--- src/rtl/seven_segment_scanner_if.sv ---
// -----------------------------------------------------------------------------
// seven_segment_scanner_if
//
// Bundles the frame-load handshake and the multiplexed display pins of
// seven_segment_scanner.
//
//   load       valid: digits_in holds a new frame
//   digits_in  4*NUM_DIGITS bits, digit i in [4i+3:4i], digit 0 rightmost
//   ready      scanner can accept a new frame into its shadow register
//   led_out    7 active-high segments, bit0 = top, bit6 = middle
//   digit_en   one-hot active-high digit select
//   frame_done one-cycle pulse at the end of each frame
//
// Modports:
//   master - the producer of frames / consumer of display pins (e.g. a bench
//            or the counter logic plus board pins)
//   slave  - the scanner itself
// -----------------------------------------------------------------------------
interface seven_segment_scanner_if #(
  parameter int NUM_DIGITS = 4
);

  logic                    load;
  logic [4*NUM_DIGITS-1:0] digits_in;
  logic                    ready;
  logic [6:0]              led_out;
  logic [NUM_DIGITS-1:0]   digit_en;
  logic                    frame_done;

  modport master (
    output load,
    output digits_in,
    input  ready,
    input  led_out,
    input  digit_en,
    input  frame_done
  );

  modport slave (
    input  load,
    input  digits_in,
    output ready,
    output led_out,
    output digit_en,
    output frame_done
  );

endinterface

--- src/rtl/seven_segment_scanner.sv ---
// -----------------------------------------------------------------------------
// seven_segment_scanner
//
// Time-multiplexes NUM_DIGITS hex/BCD digits onto one shared 7-segment bus.
// Each digit is preceded by BLANK_COUNT cycles with everything dark (to avoid
// ghosting when the digit select changes) and then lit for SCAN_COUNT cycles.
// New frames arrive through a valid/ready handshake into a shadow register
// and are copied into the displayed (active) register only at a frame
// boundary, so a frame is never a mix of old and new digits.
//
// Ports:
//   clk      system clock
//   reset_n  asynchronous active-low reset (synchronously released upstream)
//   enable   scan enable; low forces the display dark and restarts scanning
//   bus      seven_segment_scanner_if.slave: load/digits_in/ready handshake,
//            led_out, digit_en, frame_done (all outputs registered)
//
// Parameters:
//   NUM_DIGITS  number of multiplexed digits (1..8)
//   SCAN_COUNT  cycles each digit is lit (>= 1)
//   BLANK_COUNT cycles of dark gap before each digit (>= 1)
//
// Optional feature macro: HEX_DECODE_EN
//   defined   - codes 10..15 show A, b, C, d, E, F
//   undefined - codes 10..15 show blank
// -----------------------------------------------------------------------------
module seven_segment_scanner #(
  parameter int NUM_DIGITS  = 4,
  parameter int SCAN_COUNT  = 16000,
  parameter int BLANK_COUNT = 160
) (
  input  logic                          clk,
  input  logic                          reset_n,
  input  logic                          enable,
  seven_segment_scanner_if.slave        bus
);

  localparam int MAX_COUNT = (SCAN_COUNT > BLANK_COUNT) ? SCAN_COUNT : BLANK_COUNT;
  localparam int CNT_W     = $clog2(MAX_COUNT + 1);
  localparam int IDX_W     = (NUM_DIGITS > 1) ? $clog2(NUM_DIGITS) : 1;
  localparam int DATA_W    = 4 * NUM_DIGITS;

  typedef enum logic {
    ST_BLANK = 1'b0,
    ST_SHOW  = 1'b1
  } state_t;

  // Segment decode, bit6..bit0 = g f e d c b a (bit0 top, bit6 middle).
  function automatic logic [6:0] seg7_decode(input logic [3:0] code);
    logic [6:0] seg;
    case (code)
      4'd0:    seg = 7'h3F;
      4'd1:    seg = 7'h06;
      4'd2:    seg = 7'h5B;
      4'd3:    seg = 7'h4F;
      4'd4:    seg = 7'h66;
      4'd5:    seg = 7'h6D;
      4'd6:    seg = 7'h7C;
      4'd7:    seg = 7'h07;
      4'd8:    seg = 7'h7F;
      4'd9:    seg = 7'h67;
`ifdef HEX_DECODE_EN
      4'd10:   seg = 7'h77;
      4'd11:   seg = 7'h7C;
      4'd12:   seg = 7'h39;
      4'd13:   seg = 7'h5E;
      4'd14:   seg = 7'h79;
      4'd15:   seg = 7'h71;
`endif
      default: seg = 7'h00;
    endcase
    return seg;
  endfunction

  // Scan control
  state_t                state_q,      state_d;
  logic [CNT_W-1:0]      cnt_q,        cnt_d;
  logic [IDX_W-1:0]      idx_q,        idx_d;

  // Frame storage and handshake
  logic [DATA_W-1:0]     active_q,     active_d;
  logic [DATA_W-1:0]     shadow_q,     shadow_d;
  logic                  pending_q,    pending_d;
  logic                  ready_q,      ready_d;

  // Registered outputs
  logic [6:0]            led_out_q,    led_out_d;
  logic [NUM_DIGITS-1:0] digit_en_q,   digit_en_d;
  logic                  frame_done_q, frame_done_d;

  logic                  blank_end;
  logic                  show_end;
  logic                  last_digit;
  logic                  boundary;
  logic                  accept;
  logic [3:0]            cur_code;

  assign blank_end  = (cnt_q == CNT_W'(BLANK_COUNT - 1));
  assign show_end   = (cnt_q == CNT_W'(SCAN_COUNT - 1));
  assign last_digit = (idx_q == IDX_W'(NUM_DIGITS - 1));
  assign accept     = bus.load && ready_q;
  assign cur_code   = active_q[{idx_q, 2'b00} +: 4];

  // ---------------------------------------------------------------------------
  // Scan FSM: next state, counters and the output values registered this edge
  // ---------------------------------------------------------------------------
  always_comb begin
    state_d      = state_q;
    cnt_d        = cnt_q;
    idx_d        = idx_q;
    led_out_d    = 7'h00;
    digit_en_d   = '0;
    frame_done_d = 1'b0;
    boundary     = 1'b0;

    if (!enable) begin
      // Park at the start of a frame so re-enabling begins with digit 0's gap.
      state_d = ST_BLANK;
      cnt_d   = '0;
      idx_d   = '0;
    end else begin
      unique case (state_q)
        ST_BLANK: begin
          if (blank_end) begin
            state_d = ST_SHOW;
            cnt_d   = '0;
          end else begin
            cnt_d = cnt_q + CNT_W'(1);
          end
        end

        ST_SHOW: begin
          led_out_d  = seg7_decode(cur_code);
          digit_en_d = NUM_DIGITS'(1) << idx_q;
          if (show_end) begin
            state_d = ST_BLANK;
            cnt_d   = '0;
            if (last_digit) begin
              idx_d        = '0;
              frame_done_d = 1'b1;
              boundary     = 1'b1;
            end else begin
              idx_d = idx_q + IDX_W'(1);
            end
          end else begin
            cnt_d = cnt_q + CNT_W'(1);
          end
        end

        default: begin
          state_d = ST_BLANK;
          cnt_d   = '0;
          idx_d   = '0;
        end
      endcase
    end
  end

  // ---------------------------------------------------------------------------
  // Load handshake and frame-boundary update of the displayed digits
  // ---------------------------------------------------------------------------
  always_comb begin
    active_d  = active_q;
    shadow_d  = shadow_q;
    pending_d = pending_q;
    ready_d   = ready_q;

    // Uses the pre-edge pending flag, so a load accepted on the boundary
    // cycle itself waits for the next boundary. While dark there is no frame
    // to tear, so a pending frame is applied straight away.
    if (pending_q && (boundary || !enable)) begin
      active_d  = shadow_q;
      pending_d = 1'b0;
      ready_d   = 1'b1;
    end

    // ready_q is low whenever pending_q is high, so this never collides with
    // the update above.
    if (accept) begin
      shadow_d  = bus.digits_in;
      pending_d = 1'b1;
      ready_d   = 1'b0;
    end
  end

  // ---------------------------------------------------------------------------
  // State registers
  // ---------------------------------------------------------------------------
  always_ff @(posedge clk or negedge reset_n) begin
    if (!reset_n) begin
      state_q      <= ST_BLANK;
      cnt_q        <= '0;
      idx_q        <= '0;
      active_q     <= '0;
      shadow_q     <= '0;
      pending_q    <= 1'b0;
      ready_q      <= 1'b1;
      led_out_q    <= 7'h00;
      digit_en_q   <= '0;
      frame_done_q <= 1'b0;
    end else begin
      state_q      <= state_d;
      cnt_q        <= cnt_d;
      idx_q        <= idx_d;
      active_q     <= active_d;
      shadow_q     <= shadow_d;
      pending_q    <= pending_d;
      ready_q      <= ready_d;
      led_out_q    <= led_out_d;
      digit_en_q   <= digit_en_d;
      frame_done_q <= frame_done_d;
    end
  end

  assign bus.ready      = ready_q;
  assign bus.led_out    = led_out_q;
  assign bus.digit_en   = digit_en_q;
  assign bus.frame_done = frame_done_q;

endmodule

--- src/flat_wrapper.sv ---
// flat-port wrapper written by rule: the top's interface ports become plain ports
module seven_segment_scanner_flat 
#(
  parameter int NUM_DIGITS  = 4,
  parameter int SCAN_COUNT  = 16000,
  parameter int BLANK_COUNT = 160
)
  (clk, reset_n, enable, bus_load, bus_digits_in, bus_ready, bus_led_out, bus_digit_en, bus_frame_done);
  seven_segment_scanner_if #(.NUM_DIGITS(NUM_DIGITS)) bus_i ();
  input  logic clk;
  input  logic reset_n;
  input  logic enable;
  input wire logic [$bits(bus_i.load)-1:0] bus_load;
  input wire logic [$bits(bus_i.digits_in)-1:0] bus_digits_in;
  output wire logic [$bits(bus_i.ready)-1:0] bus_ready;
  output wire logic [$bits(bus_i.led_out)-1:0] bus_led_out;
  output wire logic [$bits(bus_i.digit_en)-1:0] bus_digit_en;
  output wire logic [$bits(bus_i.frame_done)-1:0] bus_frame_done;
  assign bus_i.load = bus_load;
  assign bus_i.digits_in = bus_digits_in;
  assign bus_ready = bus_i.ready;
  assign bus_led_out = bus_i.led_out;
  assign bus_digit_en = bus_i.digit_en;
  assign bus_frame_done = bus_i.frame_done;
  seven_segment_scanner #(.NUM_DIGITS(NUM_DIGITS), .SCAN_COUNT(SCAN_COUNT), .BLANK_COUNT(BLANK_COUNT)) u_core (.clk(clk), .reset_n(reset_n), .enable(enable), .bus(bus_i));
endmodule
--- config.mk ---
export PLATFORM = sky130hd
export DESIGN_NAME = seven_segment_scanner_flat
export DESIGN_NICKNAME = d
export VERILOG_FILES = /design/src/rtl/seven_segment_scanner_if.sv /design/src/rtl/seven_segment_scanner.sv /design/src/flat_wrapper.sv
export SDC_FILE = /design/constraint.sdc
export NUM_CORES = 1
export LEC_CHECK = 0
export BUFFER_PORTS_ARGS = -buffer_cell sky130_fd_sc_hd__buf_2
export CORE_ASPECT_RATIO = 0.8
export CORE_MARGIN = 4
export CORE_UTILIZATION = 50
export CTS_BUF_LIST = sky130_fd_sc_hd__clkbuf_4
export DETAILED_ROUTE_END_ITERATION = 8
export PLACE_DENSITY = 0.69
export SYNTH_ARGS = -nofsm -noshare
export SYNTH_HDL_FRONTEND = slang
export SYNTH_SLANG_ARGS = --single-unit
--- constraint.sdc ---
create_clock -name clk -period 3.3 [get_ports clk]
set_input_delay 0.66 -clock clk [delete_from_list [all_inputs] [get_ports clk]]
set_output_delay 0.66 -clock clk [all_outputs]
set_load 0.02 [all_outputs]
-- Word-level counts from Yosys, hierarchy flattened
Memories as Yosys holds them, arrays and structs flattened.
Cells that the tools add are included.
- add/subtract/negate cells: 2
- equality and inequality tests: 5
- shift-type cells: 2
- muxes and demuxes: 24
- bitwise gates (word level): 1
- reduce and logical (&&, ||, !) cells: 6
- operators with widths (kind ; count):
    two-way mux 14 bit ; 3
    one-hot mux 14 bit (2 select lines) ; 1
    indexed part select 16 x 5 -> 4 bit ; 1
    adder 14 x 1 -> 14 bit (second input constant) ; 1
    == test 14 bit (second input constant) ; 1
    == test 14 x 8 -> 1 bit (second input constant) ; 1
    two-way mux 7 bit ; 2
    two-way mux 1 bit ; 11
    two-way mux 2 bit ; 4
    two-way mux 4 bit ; 2
    inequality test 2 x 1 -> 1 bit (second input constant) ; 2
    left shift 1 x 2 -> 4 bit (first input constant) ; 1
    adder 2 x 1 -> 2 bit (second input constant) ; 1
    == test 2 bit (second input constant) ; 1
    logical AND 1 bit ; 2
    one-hot mux 1 bit (2 select lines) ; 1
    AND reduction 2 bit ; 1
    nonzero test 2 bit ; 1
    logical NOT 1 bit ; 1
    logical OR 1 bit ; 1
    NOT 1 bit ; 1
- register bits: 63
- bits in read-only memories: 112
- bits of input ports: 20
- memories: 1
- memory list (memory ; words ; bits a word ; rd ports ; clocked after Yosys merged registers in ; write ports ; line ; source):
    (name not given) ; 16 ; 7 ; 1 ; 0 ; 0 ; seven_segment_scanner.sv:51 ; case (code)

-- Longest topological paths before layout
- word-level depth: 9
- depth in mapped cells: 7

-- Worst setup path after synthesis
No wires, ideal clock.
- path kind: flip-flop to flip-flop
- start point: register u_core.cnt_q[0]
- end point: register u_core.active_q[10]
- library setup time: 125 ps
- arrival: 2081 ps
- data required time: 3175 ps
- setup slack: 1094 ps
- stages on the path, launching flop included: 8
- path buffers: 2
- clock period less this slack: 2206 ps
- cell sequence: dfrtp_1 -> ha_1 -> nand3_2 -> or4_4 -> buf_6 -> o22ai_4 -> buf_12 -> mux2_4
- cells in the longest elaborated chain, start to end: 6
- RTL lines (item ; line ; source):
    start, declared ; seven_segment_scanner.sv:77 ; logic [CNT_W-1:0] cnt_q, cnt_d;
    start signal, assigned ; seven_segment_scanner.sv:203 ; cnt_q <= cnt_d;
    == test 14 bit ; seven_segment_scanner.sv:99 ; assign show_end = (cnt_q == CNT_W'(SCAN_COUNT - 1));
    two-way mux 1 bit ; seven_segment_scanner.sv:135 ; if (show_end) begin
    two-way mux 1 bit ; seven_segment_scanner.sv:122 ; unique case (state_q)
    two-way mux 1 bit ; seven_segment_scanner.sv:116 ; if (!enable) begin
    logical OR 1 bit ; seven_segment_scanner.sv:171 ; if (pending_q && (boundary || !enable)) begin
    logical AND 1 bit ; seven_segment_scanner.sv:171 ;
    end signal, assigned ; seven_segment_scanner.sv:205 ; active_q <= active_d;
    end, declared ; seven_segment_scanner.sv:81 ; logic [DATA_W-1:0] active_q, active_d;
Every way passes these cells.
A chain may end at the register's enable or synchronous reset.

-- Worst setup path after layout
- start point: register u_core.cnt_q[0]
- end point: register u_core.active_q[1]
Same word-level chain as after synthesis.

==> results.txt <==
Sorting the synthesized cells by how often they occur yields dfrtp_1, mux2_2, nor2_1. The clock transition time at the flip-flop clock pins of the worst setup and hold paths came out at 0.10 ns. The instance area after placement is approximately 0.003 sq mm. The type of the most critical hold path is in -> async. The number of cells on the worst reg-to-reg path came out at 5. The count of vias placed by the detailed router is between 1.5k and 2k. The endpoint required time on the critical path came out at around 3.6 ns. Setup repair after global routing left no endpoint under its margin. Sorting the synthesized cells by area gives the leading types as dfrtp_1, mux2_2, mux2_4, ha_1, mux4_2. At the pin with the least slew margin, the transition time is slightly above 1 ns. The wire-length estimate of the detail-placed layout is ~3.3 mm. The met3 routing resource usage after global routing is 7.80%. The number of buffers created by CTS came out at 9. In this run the count of I/O pins placed on the die edge is 33. The largest net degree at the start of global routing came out at 44. The tool flagged a number of max-cap violations equal to 0.

The Yosys step of the flow raised 0 warnings. The peak fanout along the critical path came out at 17. After synthesis the netlist holds a flip-flop and latch count of between 60 and 70.

The first-pass iteration count of the detailed router came out at 4. The number of placed instances with taps included is roughly 330. The later pin in the worst-skew pair is clocked with a latency of 0.41 ns. In this run the critical register-to-register path is captured at u_core.active_q[1]. The launch point of the worst reg-to-reg path is u_core.cnt_q[0]. The die footprint is between 0.006 and 0.007 sq mm.

The first-pass GRT wire length is just over 8 mm. The detailed-route wire length per cell is 13.6 um. The maximum buffer depth of the clock tree is 2.

The setup TNS is 0 ns. The net count after synthesis came out at 250. The layer flagged by global routing as most heavily used is met2. The design area came out at 0.00318 sq mm. The fraction of registers with async set or reset after synthesis is between 90% and 100%.

The number of cells in the finished layout apart from fillers came out at 342. The final net count is between 200 and 300. The final core utilization came out at 57.9%. The worst supply voltage drop on vdd came out at approximately 0.43 mV. The biggest area contributor in the post-synthesis netlist is dfrtp_1. The hold violation count in the final report is 0. The number of distinct library cells after synthesis is 36. 0 antenna diodes ended up in the layout.

The critical path is of the reg -> reg type. The die height is about 76 um. The chip width came out at ~92 um.

The flow ran to the end, and the final reports show no timing, DRC or antenna violations. The H-tree depth came out at 3. The number of instances in the synthesized netlist is between 200 and 250. The leakage power figure came out at 1.46 nW. The summed instance area of the synthesized netlist is about 0.0029 sq mm.

The post-detailed-route DRC marker count is 0. The number of core rows came out at 24. TritonCTS built the clock tree.

The proportion of netlist area held by the largest area contributor came out at between 50% and 60%. Global routing consumed, on the met1 layer, between 20% and 30% of the routing resources. Gates resized during post-CTS repair numbered 0. A synthesized cell averages ~13 sq um. The number of clock sinks came out at between 60 and 70.

The fraction of final layout cells sized beyond drive strength 1 is 34.1%. In the synthesized netlist the dominant register cell turns out to be dfrtp_1. The internal reg-to-reg setup slack came out at around 0.8 ns.

In this run, synthesis inferred 0 flip-flops with an integrated enable. By instance count, the leading cell after synthesis is dfrtp_1. The root buffer cell is clkbuf_4. The fraction of met2 tracks used by global routing is between 20% and 30%. Routability-driven placement finished with a final weighted congestion of 0.825. The number of vias per cell after detailed routing is between 4 and 5. The highest clock frequency the design can meet came out at approximately 400 MHz. The number of buffers inserted by post-CTS setup repair came out at 0. The overall overflow remaining after global route came out at 0. The remaining number of nets flagged by the antenna check after routing is 0. The number of hold buffers added after CTS came out at 0.

The initial antenna violation count came out at 0. On the final layout, the worst clock skew is between 0.01 and 0.015 ns. The number of design-rule violations left by the first detailed-router iteration came out at 66.

The worst slack at placement is about 0.8 ns. The headroom to the max-slew limit came out at between 30 and 40%. The final critical path takes up approximately 76% of the cycle. The worst setup path is captured at a register. The total detailed-routing wirelength is between 4 and 5 mm. The number of failing setup endpoints in the final timing report is 0. Across all hold checks on the routed design, the worst slack comes to roughly 0.39 ns. Once routing completed, OpenROAD measured the worst setup slack at 0.798 ns. The starting utilization of the core area is between 50% and 60%. The data arrival time of the critical path came out at 2.79 ns.

Sequential elements use approximately 55% of the synthesized area. The total routing resource utilization after global routing came out at 15.8%. The via count of the first global-routing pass is around 1.7k.

The core footprint is 0.00550 sq mm. After layout, the minimum clock period comes to roughly 2.5 ns. The sum of internal, switching and leakage power is about 2.0 mW.

Buffers placed on the I/O ports in this run total 32. In this run the power density over the cells is 630 mW/mm^2. The signed area change from the synthesized netlist to the final layout is 11.5%. The final max-slew violation count came out at 0. STA classifies the critical path startpoint as a register.
-- report_power, final --
| group | internal (mW) | leakage [nW] | switching [mW] | total (mW) |
|---|---|---|---|---|
| combinational | 0.283 | 0.582 | 0.196 | 0.479 |
| clock | 0.183 | 0.0669 | 0.254 | 0.437 |
| sequential | 0.977 | 0.808 | 0.110 | 1.09 |
| total | 1.44 | 1.46 | 0.559 | 2.00 |
-- cell families (layout without fill, tap and decap cells) --
| kind of cell | after synthesis | after routing | share of synthesized area (%) |
|---|---|---|---|
| flops | 63 | 63 | 55.3 |
| compound gates | 18 | 18 | 4.34 |
| simple gates | 61 | 61 | 11.3 |
| buf+inv | 19 | 62 | 3.38 |
| mux | 38 | 38 | 17.7 |
| xor+xnor | 13 | 13 | 3.99 |
| fa+ha+maj | 9 | 9 | 3.95 |
-- sequential cells by signal, indices dropped and copies added, names as in the netlist --
signal,flops
u_core.state_q,1
u_core.cnt_q,14
u_core.idx_q,2
u_core.active_q,16
u_core.bus.ready,1
u_core.bus.led_out,7
u_core.shadow_q,16
u_core.bus.digit_en,4
u_core.bus.frame_done,1
u_core.pending_q,1
-- critical path, cell delays in order (launching register included) --
cell and delay (ns):
dfrtp_1 0.40, ha_1 0.23, nand3_2 0.14, or4_4 0.62
o22ai_4 0.57, mux2_2 0.41
-- final cells by class --
cell class / instances / area (sq um)
repair buffers: 33 / 168
flip-flops and latches: 63 / 1580
clock buffers: 13 / 97.6
inverters: 13 / 48.8
fillers: 473 / 2310
clock inverters: 3 / 12.5
multi-input cells: 139 / 1180
well taps: 78 / 97.6
-- cells in the final DEF (no fill, tap or decap), drive strengths merged --
cell type	n
mux4	4
ha	9
nand4	3
nor4	5
a21boi	1
clkinv	3
nor2b	2
and2	1
o22ai	1
and3	4
o21ai	6
nand3	6
a32o	2
mux2i	1
xor2	3
dfrtp	62
nor4b	2
a22o	1
o211ai	1
a21oi	6
clkbuf	13
or4	1
or3	1
nand2	10
nor3	2
inv	13
nor2	23
xnor2	10
buf	33
dfstp	1
nand4bb	1
mux2	33
-- how the worst max path moves through the flow --
stage	from	end	slack, ns	cells past startpoint
2_1_floorplan	u_core.cnt_q[0]	u_core.active_q[10]	1.09	7
3_5_place_dp	u_core.cnt_q[0]	u_core.active_q[3]	0.81	5
3_3_place_gp	u_core.cnt_q[0]	u_core.active_q[2]	0.87	5
4_1_cts	u_core.cnt_q[0]	u_core.active_q[0]	0.78	5
6_report	u_core.cnt_q[0]	u_core.active_q[1]	0.80	5
5_1_grt	u_core.cnt_q[0]	u_core.active_q[1]	0.67	5
-- metal layers --
layer  up-vias  wire, um
met3         4       342
li1        849         -
met1       801      2360
met4         0        35
met5         -         0
met2        47      1920
(Power assumes the default switching activity.)
